===== config.mk =====
export PLATFORM = sky130hd
export DESIGN_NAME = mac_acc_fxp
export DESIGN_NICKNAME = d
export VERILOG_FILES = /design/src/rtl/mac_acc_fxp.sv
export SDC_FILE = /design/constraint.sdc
export NUM_CORES = 1
export LEC_CHECK = 0
export ABC_AREA = 1
export CORE_MARGIN = 4
export CORE_UTILIZATION = 32
export CTS_CLUSTER_SIZE = 28
export DETAILED_ROUTE_END_ITERATION = 10
export PLACE_DENSITY = 0.46
export SYNTH_ARGS = -nofsm -noshare
export SYNTH_HDL_FRONTEND = slang
export SYNTH_SLANG_ARGS = --single-unit

===== constraint.sdc =====
create_clock -name clk -period 6.2 [get_ports clk]
set_input_delay 1.24 -clock clk [delete_from_list [all_inputs] [get_ports clk]]
set_output_delay 1.24 -clock clk [all_outputs]
set_load 0.02 [all_outputs]

===== src/rtl/mac_acc_fxp.sv =====
// Fixed-point multiply-accumulate over valid/ready vectors of operand pairs.
// Build option: define MAC_SAT_EN for saturating accumulate with a sticky ovf flag.
module mac_acc_fxp #(
   parameter int I_PREC   = 8,
   parameter int I_FRAC   = 4,
   parameter int ACC_PREC = 24,
   parameter int MAX_LEN  = 256
) (
   input  logic                         clk,
   input  logic                         reset_,
   input  logic                         in_valid,
   output logic                         in_ready,
   input  logic [I_PREC-1:0]            in_x,
   input  logic [I_PREC-1:0]            in_w,
   input  logic                         in_last,
   output logic                         out_valid,
   input  logic                         out_ready,
   output logic [ACC_PREC-1:0]          out_acc,
   output logic [$clog2(MAX_LEN+1)-1:0] out_cnt,
   output logic                         ovf
);

   localparam int PW = 2 * I_PREC;
   localparam int CW = $clog2(MAX_LEN + 1);

   if (ACC_PREC < PW || I_FRAC > I_PREC) begin : g_bad_cfg
      $error("mac_acc_fxp: ACC_PREC must be >= 2*I_PREC and I_FRAC <= I_PREC");
   end

   typedef enum logic [1:0] {IDLE, ACC, FLUSH, DONE} state_t;

   state_t                     state_q, state_d;
   logic signed [ACC_PREC-1:0] acc_q, acc_d;
   logic signed [ACC_PREC-1:0] prod_q, prod_d;
   logic                       pvld_q, pvld_d;
   logic [CW-1:0]              cnt_q, cnt_d;
   logic                       ovf_q, ovf_d;

   logic signed [PW-1:0]       xs, ws, mul;
   logic signed [ACC_PREC:0]   sum;
   logic [CW-1:0]              cnt_inc;
   logic                       accept;

   always_comb begin
      xs  = PW'($signed(in_x));
      ws  = PW'($signed(in_w));
      mul = xs * ws;
      sum = (ACC_PREC+1)'(acc_q) + (ACC_PREC+1)'(prod_q);
   end

   assign in_ready  = reset_ && (state_q == IDLE || state_q == ACC);
   assign out_valid = reset_ && (state_q == DONE);
   assign accept    = in_valid && in_ready;
   assign cnt_inc   = cnt_q + CW'(1);
   assign out_acc   = acc_q;
   assign out_cnt   = cnt_q;
   assign ovf       = ovf_q;

   always_comb begin
      state_d = state_q;
      acc_d   = acc_q;
      prod_d  = prod_q;
      pvld_d  = 1'b0;
      cnt_d   = cnt_q;
      ovf_d   = ovf_q;

      if (accept) begin
         prod_d = ACC_PREC'(mul);
         pvld_d = 1'b1;
         cnt_d  = cnt_inc;
      end

      // the product registered last cycle lands in the accumulator now
      if (pvld_q) begin
`ifdef MAC_SAT_EN
         if (sum[ACC_PREC] != sum[ACC_PREC-1]) begin
            acc_d = sum[ACC_PREC] ? {1'b1, {(ACC_PREC-1){1'b0}}}
                                  : {1'b0, {(ACC_PREC-1){1'b1}}};
            ovf_d = 1'b1;
         end else begin
            acc_d = sum[ACC_PREC-1:0];
         end
`else
         acc_d = sum[ACC_PREC-1:0];
`endif
      end

      unique case (state_q)
         IDLE, ACC: begin
            if (accept) begin
               state_d = (in_last || cnt_inc == CW'(MAX_LEN)) ? FLUSH : ACC;
            end
         end
         FLUSH: state_d = DONE;
         DONE: begin
            if (out_ready) begin
               state_d = IDLE;
               acc_d   = '0;
               cnt_d   = '0;
               ovf_d   = 1'b0;
            end
         end
         default: state_d = IDLE;
      endcase
   end

   always_ff @(posedge clk) begin
      if (!reset_) begin
         state_q <= IDLE;
         acc_q   <= '0;
         prod_q  <= '0;
         pvld_q  <= 1'b0;
         cnt_q   <= '0;
         ovf_q   <= 1'b0;
      end else begin
         state_q <= state_d;
         acc_q   <= acc_d;
         prod_q  <= prod_d;
         pvld_q  <= pvld_d;
         cnt_q   <= cnt_d;
         ovf_q   <= ovf_d;
      end
   end

endmodule


==> insert_results.sql <==
INSERT INTO impl_metrics (metric_group, metric, value, unit) VALUES
('outcome', 'run_status', 'complete, no violations', ''),
('grt', 'antenna_found_initial', '0', ''),
('timing', 'report.final.slew_viol_count', '0', ''),
('synthesis', 'synth_most_common_cell', 'inv_1', ''),
('die', 'die_w', '148', 'µm'),
('clock_network', 'clock_tree_from_tritoncts', 'yes', ''),
('hold_path', 'min_path_type', 'reg -> reg', ''),
('final_layout', 'ff_latch_area', '1040', 'µm²'),
('synthesis', 'synth-edff-count', '0', ''),
('clock_network', 'holdBufCountCts', '0', ''),
('clock_network', 'max-clock-path-buffers', '2', ''),
('setup_path', 'worst_setup_path_start_kind', 'input port', ''),
('setup_path', 'crit_path_max_fanout', '8', ''),
('die', 'design.die.area', '21900', 'µm²'),
('synthesis', 'synth_async_sr_flop_share', '0', ''),
('clock_network', 'cts.repair.resized', '0', ''),
('routing', 'drt_iter0_markers', '233', ''),
('final_layout', 'finalNetCount', '1119', ''),
('clock_network', 'cts.repair_timing.setup_buffer_count', '0', ''),
('synthesis', 'yosys_warning_total', '0', ''),
('synthesis', 'synth_area_leaders', 'fa_1 (18%), dfxtp_1 (17%), inv_1 (14%), nand2_1 (13%), ha_1 (11%)', ''),
('timing', 'fmaxAchievable', '179', 'MHz'),
('grt', 'grt_first_pass_wirelength', '27100', 'µm'),
('routing', 'wl_met1', '8200', 'µm'),
('routing', 'sum_of_routed_wire_length_over_all_layers', '15900', 'µm'),
('grt', 'maximum_number_of_pins_on_one_net_before_global_route_repair', '42', ''),
('die', 'core', '19000', 'µm²'),
('final_layout', 'final_util', '0.379', ''),
('synthesis', 'postSynthAreaPerCell', '6.60', 'µm²'),
('clock_network', 'insertion_delay', '0.30', 'ns'),
('die', 'initial_core_util', '0.330', ''),
('routing', 'drc', '0', ''),
('synthesis', 'postSynthNetCount', '1082', ''),
('hold_path', 'min_from', 'prod_q[0]$_SDFFE_PN0P_', ''),
('timing', 'final.setup_skew', '0.00636', 'ns'),
('setup_path', 'r2r_slack', '4.00', 'ns'),
('synthesis', 'number_of_instances_in_the_synthesized_netlist', '952', ''),
('clock_network', 'clock-sinks', '52', ''),
('routing', 'route.vias.total', '5633', ''),
('synthesis', 'post-synth-top-area-cell', 'fa_1', ''),
('timing', 'rsz0062_at_grt', 'false', ''),
('routing', 'drt-wirelength-per-cell', '12.7', 'µm'),
('routing', 'route.top_layer_used', 'met4', ''),
('routing', 'drt-vias-per-instance', '4.51', ''),
('setup_path', 'crit_type', 'in -> reg', ''),
('power', 'pwr_density_cell', '277', 'nW/µm²'),
('placement', 'routabilityCongestion', '0.870', ''),
('synthesis', 'synth.distinct_cells', '41', ''),
('power', 'fin_total_pwr', '2.00', 'mW'),
('hold_path', 'hold_end', 'prod_q[0]$_SDFFE_PN0P_', ''),
('die', 'top_level_ports', '57', ''),
('flow_run', 'maxCapViolations', '0', ''),
('synthesis', 'netlist_top_cells_count', 'inv_1 (228), nand2_1 (225), nor2_1 (85)', ''),
('timing', 'relSlewSlack', '0.507', ''),
('placement', 'placement.io_buffers', '55', ''),
('hold_path', 'min_path_cells', '2', ''),
('clock_network', 'clock_tree_root_driver_cell', 'clkbuf_16', ''),
('placement', 'hpwl', '13200', 'µm'),
('routing', 'ant_nets', '0', ''),
('timing', 'final-hold-violation-count', '0', ''),
('setup_path', 'critPathCaptureType', 'flop', ''),
('synthesis', 'synth_top_area_frac', '0.178', ''),
('setup_path', 'rr_startpoint', 'prod_q[15]$_SDFFE_PN0P_', ''),
('routing', 'first_pass_iteration_count_of_the_detailed_router', '5', ''),
('grt', 'first_global_vias', '5465', ''),
('power', 'p_leak', '3.94', 'nW'),
('timing', 'layout_worst_path_cycle_share', '0.899', ''),
('clock_network', 'clk_transition_reported_paths', '0.07', 'ns'),
('final_layout', 'n_antenna_cell', '0', ''),
('die', 'num_rows', '50', ''),
('routing', 'route.met2.wl', '7010', 'µm');
-- flip-flops by register name (all words and copies together), names as in the netlist --
name / cells
state_q: 2
out_acc: 24
pvld_q: 1
prod_q: 16
out_cnt: 9
-- area by class of cell --
| class | count | area share |
|---|---|---|
| well taps | 260 | 0.0451 |
| flip-flops and latches | 52 | 0.144 |
| clock buffers | 6 | 0.0192 |
| multi-input cells | 640 | 0.588 |
| inverters | 230 | 0.120 |
| clock inverters | 2 | 0.00191 |
| repair buffers | 60 | 0.0815 |
-- placed cells by master, fill, tap and decap left out, types with 2 or more instances in the layout --
cell,Yosys,final
a21o_1,3,3
a21oi_1,45,45
a31oi_1,4,4
buf_4,3,5
clkbuf_16,0,5
clkdlybuf4s50_1,0,55
dfxtp_1,52,52
fa_1,56,56
ha_1,53,53
inv_1,228,228
inv_2,2,2
nand2_1,225,225
nand2_2,4,4
nand3_1,53,53
nand4_1,14,14
nor2_1,85,85
nor2_2,2,2
nor3_1,9,9
nor3_2,3,3
o211ai_1,5,5
o21a_1,2,2
o21ai_0,35,35
o21ai_1,6,6
o21ai_2,2,2
o21bai_1,3,3
o31ai_1,2,2
or2_2,4,4
xnor2_1,4,4
xor2_1,10,10
-- cell families (layout without fill, tap and decap cells) --
group / Yosys count / count (layout) / synth area share
compound gates: 111 / 111 / 0.0998
simple gates: 405 / 405 / 0.272
fa+ha+maj: 109 / 109 / 0.284
buf+inv: 260 / 298 / 0.158
other cells: 1 / 1 / 0.000597
flops: 52 / 52 / 0.166
xor+xnor: 14 / 14 / 0.0195
-- metrics by stage --
stage / cell area [µm²] / hold slack (ns) / std cells / setup slack [ns]
after floorplan: 6280 / 0.446 / 952 / 1.02
final: 7220 / 0.470 / 1250 / 0.628
after detailed placement: 7060 / 0.463 / 1242 / 0.348
after CTS: 7220 / 0.474 / 1250 / 0.640
after global placement: 7060 / 0.462 / 1242 / 0.365
after global routing: 7220 / 0.492 / 1250 / 0.217
-- worst max-delay path by stage --
| stage | start | to | slack (ns) | cells after the start |
|---|---|---|---|---|
| 6_report | in_w[7] | prod_q[12]$_SDFFE_PN0P_ | 0.63 | 18 |
| 3_5_place_dp | in_x[7] | prod_q[15]$_SDFFE_PN0P_ | 0.35 | 20 |
| 3_3_place_gp | in_w[7] | prod_q[12]$_SDFFE_PN0P_ | 0.37 | 18 |
| 5_1_grt | in_w[4] | prod_q[15]$_SDFFE_PN0P_ | 0.22 | 20 |
| 2_1_floorplan | in_x[0] | prod_q[12]$_SDFFE_PN0P_ | 1.02 | 17 |
| 4_1_cts | in_x[7] | prod_q[15]$_SDFFE_PN0P_ | 0.64 | 20 |
-- layer usage --
metal	track usage	up-vias
met1	0.224	2549
met5	0	-
met2	0.241	95
li1	-	2979
met3	0.0158	10
met4	0.0194	0
-- report_power, final --
part           internal [mW]  switching (mW)
logic                  0.483           0.789
clock network          0.162           0.135
registers              0.382          0.0471
total                   1.03           0.971
-- critical path, cell delays in order --
cell             delay, ns
clkdlybuf4s50_1       0.51
inv_1                 0.15
or2_2                 0.32
fa_1                  0.50
fa_1                  0.55
inv_1                 0.05
fa_1                  0.52
inv_1                 0.05
fa_1                  0.53
inv_1                 0.04
ha_1                  0.33
inv_1                 0.07
o31ai_1               0.37
nand2_1               0.12
nand2_1               0.08
nor2_1                0.04
o31ai_1               0.21
inv_1                 0.06
(Power assumes the default switching activity.)
